## config.mk

```make
export PLATFORM = sky130hd
export DESIGN_NAME = ipm_distributed_sdpram_be_v2_0_flat
export DESIGN_NICKNAME = d
export VERILOG_FILES = /design/src/rtl/ipm_distributed_sdpram_be_v2_0_if.sv /design/src/rtl/ipm_distributed_sdpram_be_v2_0.sv /design/src/flat_wrapper.sv
export SDC_FILE = /design/constraint.sdc
export NUM_CORES = 1
export LEC_CHECK = 0
export BUFFER_PORTS_ARGS = -buffer_cell sky130_fd_sc_hd__buf_2
export CAP_MARGIN = 20
export CORE_MARGIN = 2
export CORE_UTILIZATION = 55
export DETAILED_ROUTE_END_ITERATION = 12
export MAX_ROUTING_LAYER = met4
export PLACE_DENSITY = 0.72
export SETUP_SLACK_MARGIN = 0.3
export SLEW_MARGIN = 20
export SYNTH_ARGS = -nofsm -noshare
export SYNTH_HDL_FRONTEND = slang
export SYNTH_SLANG_ARGS = --single-unit
```

## constraint.sdc

```tcl
create_clock -name clk -period 4.3 [get_ports clk]
set_clock_uncertainty 0.1 [all_clocks]
set_input_delay 1.075 -clock clk [delete_from_list [all_inputs] [get_ports clk]]
set_output_delay 1.075 -clock clk [all_outputs]
set_load 0.01 [all_outputs]
```

## src/rtl/ipm_distributed_sdpram_be_v2_0_if.sv

```systemverilog
// Request/response bundle for the byte-enable simple-dual-port distributed RAM.
interface ipm_distributed_sdpram_be_v2_0_if #(
  parameter int ADDR_WIDTH = 4,
  parameter int DATA_WIDTH = 32,
  parameter int BYTE_WIDTH = 8
);
  localparam int NB = DATA_WIDTH / BYTE_WIDTH;

  logic                  wr_en;
  logic [ADDR_WIDTH-1:0] wr_addr;
  logic [DATA_WIDTH-1:0] wr_data;
  logic [NB-1:0]         wr_be;
  logic                  rd_en;
  logic [ADDR_WIDTH-1:0] rd_addr;
  logic [DATA_WIDTH-1:0] rd_data;
  logic                  rd_valid;
  logic                  busy;

  modport master (
    output wr_en, wr_addr, wr_data, wr_be, rd_en, rd_addr,
    input  rd_data, rd_valid, busy
  );

  modport slave (
    input  wr_en, wr_addr, wr_data, wr_be, rd_en, rd_addr,
    output rd_data, rd_valid, busy
  );
endinterface

```

## src/rtl/ipm_distributed_sdpram_be_v2_0.sv

```systemverilog
// Simple-dual-port distributed RAM with per-lane write enables, read enable
// with valid strobe, selectable read-during-write behaviour and an optional
// post-reset clear sequencer that presets every word.
module ipm_distributed_sdpram_be_v2_0 #(
  parameter int                    ADDR_WIDTH   = 4,
  parameter int                    DATA_WIDTH   = 32,
  parameter int                    BYTE_WIDTH   = 8,
  parameter int                    OUT_REG      = 0,
  parameter string                 RDW_MODE     = "WRITE_FIRST",
  parameter bit                    CLEAR_ON_RST = 1'b1,
  parameter logic [DATA_WIDTH-1:0] INIT_VALUE   = '0
) (
  input logic clk,
  input logic rst,
  ipm_distributed_sdpram_be_v2_0_if.slave bus
);
  localparam int DEPTH      = 1 << ADDR_WIDTH;
  localparam int NB         = DATA_WIDTH / BYTE_WIDTH;
  localparam bit READ_FIRST = (RDW_MODE == "READ_FIRST");

  typedef enum logic {CLEAR, READY} state_t;

  state_t                state;
  logic                  busy_q;
  logic [ADDR_WIDTH-1:0] clr_addr;
  logic [DATA_WIDTH-1:0] mem [DEPTH];

  logic                  acc_wr, acc_rd, collide;
  logic [DATA_WIDTH-1:0] wr_old, wr_merge, rd_word;
  logic [DATA_WIDTH-1:0] q1;
  logic                  v1;

  // Requests only count once the clear is done and reset is low.
  assign acc_wr  = bus.wr_en && !busy_q && !rst;
  assign acc_rd  = bus.rd_en && !busy_q && !rst;
  assign collide = acc_wr && (bus.wr_addr == bus.rd_addr);

  // Merge new lanes over the stored word; disabled lanes keep old data.
  assign wr_old = mem[bus.wr_addr];
  for (genvar k = 0; k < NB; k++) begin : g_lane
    assign wr_merge[k*BYTE_WIDTH +: BYTE_WIDTH] = bus.wr_be[k] ?
      bus.wr_data[k*BYTE_WIDTH +: BYTE_WIDTH] : wr_old[k*BYTE_WIDTH +: BYTE_WIDTH];
  end

  // Write-first forwards the merged word on a same-address collision.
  assign rd_word = (!READ_FIRST && collide) ? wr_merge : mem[bus.rd_addr];

  // Clear sequencer state; busy is a registered copy of (state == CLEAR).
  always_ff @(posedge clk) begin
    if (rst) begin
      state    <= CLEAR_ON_RST ? CLEAR : READY;
      busy_q   <= CLEAR_ON_RST;
      clr_addr <= '0;
    end else if (state == CLEAR) begin
      clr_addr <= clr_addr + 1'b1;
      if (&clr_addr) begin
        state  <= READY;
        busy_q <= 1'b0;
      end
    end
  end

  // Array update: sequencer preset while clearing, otherwise masked user write.
  always_ff @(posedge clk) begin
    if (state == CLEAR && !rst)
      mem[clr_addr] <= INIT_VALUE;
    else if (acc_wr)
      mem[bus.wr_addr] <= wr_merge;
  end

  // First output stage: loads only on accepted reads so data holds between reads.
  always_ff @(posedge clk) begin
    if (rst) begin
      q1 <= '0;
      v1 <= 1'b0;
    end else begin
      v1 <= acc_rd;
      if (acc_rd) q1 <= rd_word;
    end
  end

  if (OUT_REG != 0) begin : g_oreg
    logic [DATA_WIDTH-1:0] q2;
    logic                  v2;

    // Second output stage copies the first on its valid cycle.
    always_ff @(posedge clk) begin
      if (rst) begin
        q2 <= '0;
        v2 <= 1'b0;
      end else begin
        v2 <= v1;
        if (v1) q2 <= q1;
      end
    end

    assign bus.rd_data  = q2;
    assign bus.rd_valid = v2;
  end else begin : g_noreg
    assign bus.rd_data  = q1;
    assign bus.rd_valid = v1;
  end

  assign bus.busy = busy_q;
endmodule

```

## src/flat_wrapper.sv

```systemverilog
// flat-port wrapper written by rule: the top's interface ports become plain ports
module ipm_distributed_sdpram_be_v2_0_flat 
#(
  parameter int                    ADDR_WIDTH   = 4,
  parameter int                    DATA_WIDTH   = 32,
  parameter int                    BYTE_WIDTH   = 8,
  parameter int                    OUT_REG      = 0,
  parameter string                 RDW_MODE     = "           ",
  parameter bit                    CLEAR_ON_RST = 1'b1,
  parameter logic [DATA_WIDTH-1:0] INIT_VALUE   = '0
)
  (clk, rst, bus_wr_en, bus_wr_addr, bus_wr_data, bus_wr_be, bus_rd_en, bus_rd_addr, bus_rd_data, bus_rd_valid, bus_busy);
  ipm_distributed_sdpram_be_v2_0_if #(.ADDR_WIDTH(ADDR_WIDTH), .DATA_WIDTH(DATA_WIDTH), .BYTE_WIDTH(BYTE_WIDTH)) bus_i ();
  input logic clk;
  input logic rst;
  input wire logic [$bits(bus_i.wr_en)-1:0] bus_wr_en;
  input wire logic [$bits(bus_i.wr_addr)-1:0] bus_wr_addr;
  input wire logic [$bits(bus_i.wr_data)-1:0] bus_wr_data;
  input wire logic [$bits(bus_i.wr_be)-1:0] bus_wr_be;
  input wire logic [$bits(bus_i.rd_en)-1:0] bus_rd_en;
  input wire logic [$bits(bus_i.rd_addr)-1:0] bus_rd_addr;
  output wire logic [$bits(bus_i.rd_data)-1:0] bus_rd_data;
  output wire logic [$bits(bus_i.rd_valid)-1:0] bus_rd_valid;
  output wire logic [$bits(bus_i.busy)-1:0] bus_busy;
  assign bus_i.wr_en = bus_wr_en;
  assign bus_i.wr_addr = bus_wr_addr;
  assign bus_i.wr_data = bus_wr_data;
  assign bus_i.wr_be = bus_wr_be;
  assign bus_i.rd_en = bus_rd_en;
  assign bus_i.rd_addr = bus_rd_addr;
  assign bus_rd_data = bus_i.rd_data;
  assign bus_rd_valid = bus_i.rd_valid;
  assign bus_busy = bus_i.busy;
  ipm_distributed_sdpram_be_v2_0 #(.ADDR_WIDTH(ADDR_WIDTH), .DATA_WIDTH(DATA_WIDTH), .BYTE_WIDTH(BYTE_WIDTH), .OUT_REG(OUT_REG), .RDW_MODE(RDW_MODE), .CLEAR_ON_RST(CLEAR_ON_RST), .INIT_VALUE(INIT_VALUE)) u_core (.clk(clk), .rst(rst), .bus(bus_i));
endmodule
```

# Yosys cells after proc, flatten, opt, wreduce, memory -nomap -nowiden
# Memories as Yosys holds them, arrays and structs flattened.
# Cells that the tools add are included.
[word_totals]
regBits = 39
latch_bits = 0
memories = 1
mem_bits_ro = 0
in_bits = 48
out_inout_bits = 34
word_cells = 35
ramBits = 512
[mem_list]
columns = ["memory", "depth", "word_bits", "rd", "rd_ports_with_merged_regs", "wr", "line_no", "rtl"]
rows = [
  ["u_core.mem", 16, 32, 2, 0, 1, "ipm_distributed_sdpram_be_v2_0.sv:26", "logic [DATA_WIDTH-1:0] mem [DEPTH];"],
]
[op_classes]
eq_ne = 1
shift = 0
div_mod_pow = 0
n_reduce_logical = 11
multipliers = 0
bitwise = 1
n_mux = 15
addsub = 1
order_cmp = 0
[op_table]
columns = ["cell", "n"]
rows = [
  ["two-way mux 32 bit", 2],
  ["two-way mux 8 bit", 4],
  ["OR reduction 32 bit", 1],
  ["two-way mux 1 bit", 8],
  ["logical AND 1 bit", 6],
  ["AND reduction 5 bit", 1],
  ["adder 4 x 1 -> 4 bit (second input constant)", 1],
  ["equality test 4 bit", 1],
  ["two-way mux 4 bit", 1],
  ["AND reduction 4 bit", 1],
  ["zero test 1 bit", 2],
  ["inverter 1 bit", 1],
]

# Depth between registers and ports, before layout
[depth]
word_depth = 8
ltp_mapped = 8
mapped_depth_nobuf = 5

# Least setup slack after synthesis
# Ideal clock, no wire load.
[synth_path]
kind = "input to register"
startpoint = "input port rst"
endpoint = "memory u_core.mem[3][0], enable pin"
t_required_ns = 3.779
path_buffers = 2
path_stages = 7
path_slack_ns = 0.462
arrival_time_ns = 3.317
cell_sequence = "buf_2 nor2_1 nand3_1 clkbuf_1 nor2_1 a31oi_1 nor2_1"
[synth_between]
elab_chain_len = 7
word_cells_on_any_way = 11
cone_classes = "mux: 7; reduce/logical: 4"
[synth_lines]
columns = ["element", "line_no", "rtl"]
rows = [
  ["start, declared", "flat_wrapper.sv:15", "input logic rst;"],
  ["zero test 1 bit *", "ipm_distributed_sdpram_be_v2_0.sv:34, ipm_distributed_sdpram_be_v2_0.sv:65", ""],
  ["logical AND 1 bit", "ipm_distributed_sdpram_be_v2_0.sv:34", "assign acc_wr = bus.wr_en && !busy_q && !rst;"],
  ["two-way mux 1 bit", "ipm_distributed_sdpram_be_v2_0.sv:67", "else if (acc_wr)"],
  ["two-way mux 1 bit", "ipm_distributed_sdpram_be_v2_0.sv:65", "if (state == CLEAR && !rst)"],
  ["two-way mux 1 bit (not written as such)", "ipm_distributed_sdpram_be_v2_0.sv:68", "mem[bus.wr_addr] <= wr_merge;"],
  ["OR reduction 32 bit (no source line)", "-", ""],
  ["two-way mux 4 bit (no source line) or two-way mux 1 bit (tied branches)", "-", ""],
  ["end, declared", "ipm_distributed_sdpram_be_v2_0.sv:26", ""],
]
# Every way passes the cells marked *; elsewhere a longest branch is shown, timed or not.

# Final worst setup path
[layout_path]
startpoint = "input port bus_wr_addr[2]"
endpoint = "memory u_core.mem[5][26], data pin"
[layout_between]
elab_chain_len = 3
[layout_lines]
columns = ["element", "line_no", "rtl"]
rows = [
  ["start, declared", "flat_wrapper.sv:17", "input wire logic [$bits(bus_i.wr_addr)-1:0] bus_wr_addr;"],
  ["memory (16 x 32 bit)", "-", ""],
  ["two-way mux 8 bit", "ipm_distributed_sdpram_be_v2_0.sv:41", "assign wr_merge[k*BYTE_WIDTH +: BYTE_WIDTH] = bus.wr_be[k] ?"],
  ["two-way mux 32 bit (no source line)", "-", ""],
]
# Every way passes these cells.

==> results.ini <==
[floorplan]
fp.dieW_um=221
fp-row-count=79
initial_utilization_pct=55.5
die_y_um=221
io-pin-count=82
core_area_mm2=0.0465
dieArea_mm2=0.0487

[timing]
fmax_ghz=0.319
setup_slack_ns=1.16
tns_ns=0
worst_pin_slew_ns=0.986
fin_hold_ws_ns=0.390
slew_viol_final=0
relSlewSlack_pct=34.1
fin_crit_ns=3.14
period_share_pct=73.0
final-setup-viol-count=0
rsz0062_at_grt=no
hold_viol=0

[routing]
drt_iter0_markers=2119
drc=0
wl_per_cell_um=31.4
dr.pass1.iters=6
wl_um=73300
avgViaCountPerCell=6.98
num_vias=16300
ant_nets=0

[yosys]
ys_seq_elements=551
ys_seq_area_share_pct=62.6
synthesis.nets=1595
ys_types=36
syn_inst=1546
syn_area_mm2=0.0258
yosysWarningCount=0
avgSynthCellArea_um2=16.7

[power_and_ir_drop]
finalPower_mw=11.6
leakage_nw=11.1
peakVddDrop_mv=0.362
power.density_mw_per_mm2=394

[setup_path]
crit_path_top_delay_cell=nor2_1
cp-start-kind=input pin
crit_path_end_kind=register
path_class=input pin to register
r2r_cells=6
worstPathMaxFanout=17
cpMostUsedCell=buf_4
r2r_slack_ns=1.56
required_ns=4.48
critPathArrivalTime_ns=3.32
cp_slowest_stage_delay_ns=0.72
crit_chain=buf_2 -> buf_4 -> nor2b_4 -> buf_4 -> a22o_1 -> o21ai_1 -> nand3_1 -> nor2_1
reg2reg_from=u_core.state
reg2reg_to=u_core.mem[4][18]

[status]
status=complete, no violations

[final_layout]
multi_input_area_mm2=0.00914
nets=1730
seqCellArea_mm2=0.0162
postLayoutCellArea_mm2=0.0294
drive_gt1_share_pct=32.1
nFillCells=3266
final_cells=2335
fin_util_pct=63.3
syn_to_final_growth_pct=14.0
diodes=0

[placed_design]
portBuffers=81
pre_cts_ws_ns=0.513
dp.cells=2230
dp.final_hpwl_um=43400
gp_congestion=0.864
placed_cell_area_mm2=0.0276

[worst_hold_path]
holdPathStages=2
worstHoldPathType=register to register
hp-start=u_core.bus.rd_data[23]
hold_end=u_core.bus.rd_data[23]

[clock_tree]
numCtsBuffers=56
insertion_delay_ns=0.62
cts_tree=built
cts_resized=0
clkSinkCount=551
cts.path.max_buffers=3
root_buffer=clkbuf_16
htree_num_levels=2
cts_hold_buffers=0
clkTransAtPathRegs_ns=0.06
cts_setup_buffers=0

[global_route]
grt_pass1_wl_um=107000
grt_max_degree=67
grt_pass1_vias=16500
grt.total_usage_pct=31.8
grt_overflow_total=0
antenna_found_initial=0

[run]
max-cap-violations=0

[cell usage in the layout, fill, tap and decap left out, types with 2 or more instances in the layout]
cell type / instances
a31oi_1: 37
nor2b_4: 3
mux2_1: 8
nor4_1: 30
clkbuf_8: 11
nor4_2: 2
a22o_1: 32
a22oi_1: 64
edfxtp_1: 512
nor2b_1: 5
buf_4: 89
o22ai_1: 32
nor2_4: 18
mux2_2: 57
nand3_1: 32
clkbuf_1: 16
bufinv_16: 5
nand4b_1: 2
nor2_1: 109
buf_2: 77
nand3_2: 2
mux2i_1: 98
clkinv_1: 4
nand2_1: 69
inv_1: 3
xnor2_1: 2
xor2_1: 5
and2_2: 2
clkinvlp_4: 3
clkinv_2: 9
dfxtp_1: 39
clkbuf_16: 57
o21ai_1: 32
nand2b_1: 34
nor3b_1: 3
inv_6: 2
mux4_2: 192
buf_12: 20
a21oi_1: 2
[synthesized netlist by cell type (all sizes together)]
cell / count / area, um^2
a22o: 32 / 280
nand3: 34 / 170
o22ai: 32 / 200
dfxtp: 39 / 781
nor4: 32 / 213
edfxtp: 512 / 15400
inv: 3 / 11.3
nor2b: 8 / 50.1
nand2b: 35 / 219
ha: 1 / 12.5
xnor2: 2 / 17.5
mux2i: 98 / 981
buf: 77 / 539
o21ai: 33 / 165
a21bo: 1 / 10.0
mux2: 65 / 732
a31oi: 37 / 231
nor4b: 1 / 15.0
mux4: 192 / 4320
and2: 2 / 12.5
clkbuf: 35 / 131
a22oi: 64 / 480
xor2: 5 / 43.8
nor3b: 3 / 22.5
a21oi: 2 / 10.0
nand4b: 2 / 17.5
nor3: 2 / 15.0
nor2: 127 / 477
nand2: 70 / 263
[cell type report]
class	instances	area share [%]
Clock inverter	23	0.851
Clock buffer	82	5.47
Multi-Input combinational cell	880	31.1
Timing Repair Buffer	189	5.07
Tap cell	607	2.58
Inverter	3	0.0383
Sequential cell	551	54.9
[power by group]
group / switching [mW] / total (mW) / internal, mW / leakage [nW]
clock: 2.03 / 4.92 / 2.89 / 0.908
sequential: 0.0275 / 5.87 / 5.84 / 5.90
combinational: 0.477 / 0.799 / 0.322 / 4.26
[metal layers]
layer  up-vias  part of all wire (%)  wire [um]  global-route usage, %
li1       6624                     -          -                      -
met1      8413                    38      27700                   42.6
met2      1054                    48      35100                   49.4
met3       214                    11       7750                   5.35
met4         0                   3.7       2670                   12.2
met5         -                     0          0                      -
[worst max-delay path: cells and delay by family]
kind	cells	cell delay (ns)
buffers and inverters	3	0.95
AOI/OAI and AO/OA	2	0.41
and+or+nand+nor	3	0.87
[cell families (layout without fill, tap and decap cells)]
group,count (synthesis),after routing,share of synthesized area (%)
AO/OA/AOI/OAI,201,201,5.34
flip-flops,551,551,62.6
adder cells (fa/ha/maj),1,1,0.0485
AND/OR/NAND/NOR,316,316,5.71
buffers and inverters,115,297,2.64
multiplexers,355,355,23.4
XOR/XNOR,7,7,0.238
[sequential cells by signal, summed over array words and instances (netlist names)]
name / flops
u_core.bus.busy: 1
u_core.bus.rd_data: 32
u_core.bus.rd_valid: 1
u_core.clr_addr: 4
u_core.mem: 512
u_core.state: 1
[worst max-delay path by stage]
stage,start,to,depth (start not counted)
3_5_place_dp,bus_wr_addr[2],u_core.mem[6][25],8
3_3_place_gp,bus_wr_addr[1],u_core.mem[10][25],7
5_1_grt,bus_wr_addr[1],u_core.mem[13][25],7
2_1_floorplan,rst,u_core.mem[3][0],7
6_report,bus_wr_addr[2],u_core.mem[5][26],8
4_1_cts,bus_wr_addr[2],u_core.mem[4][25],8
(Power assumes the default switching activity.)
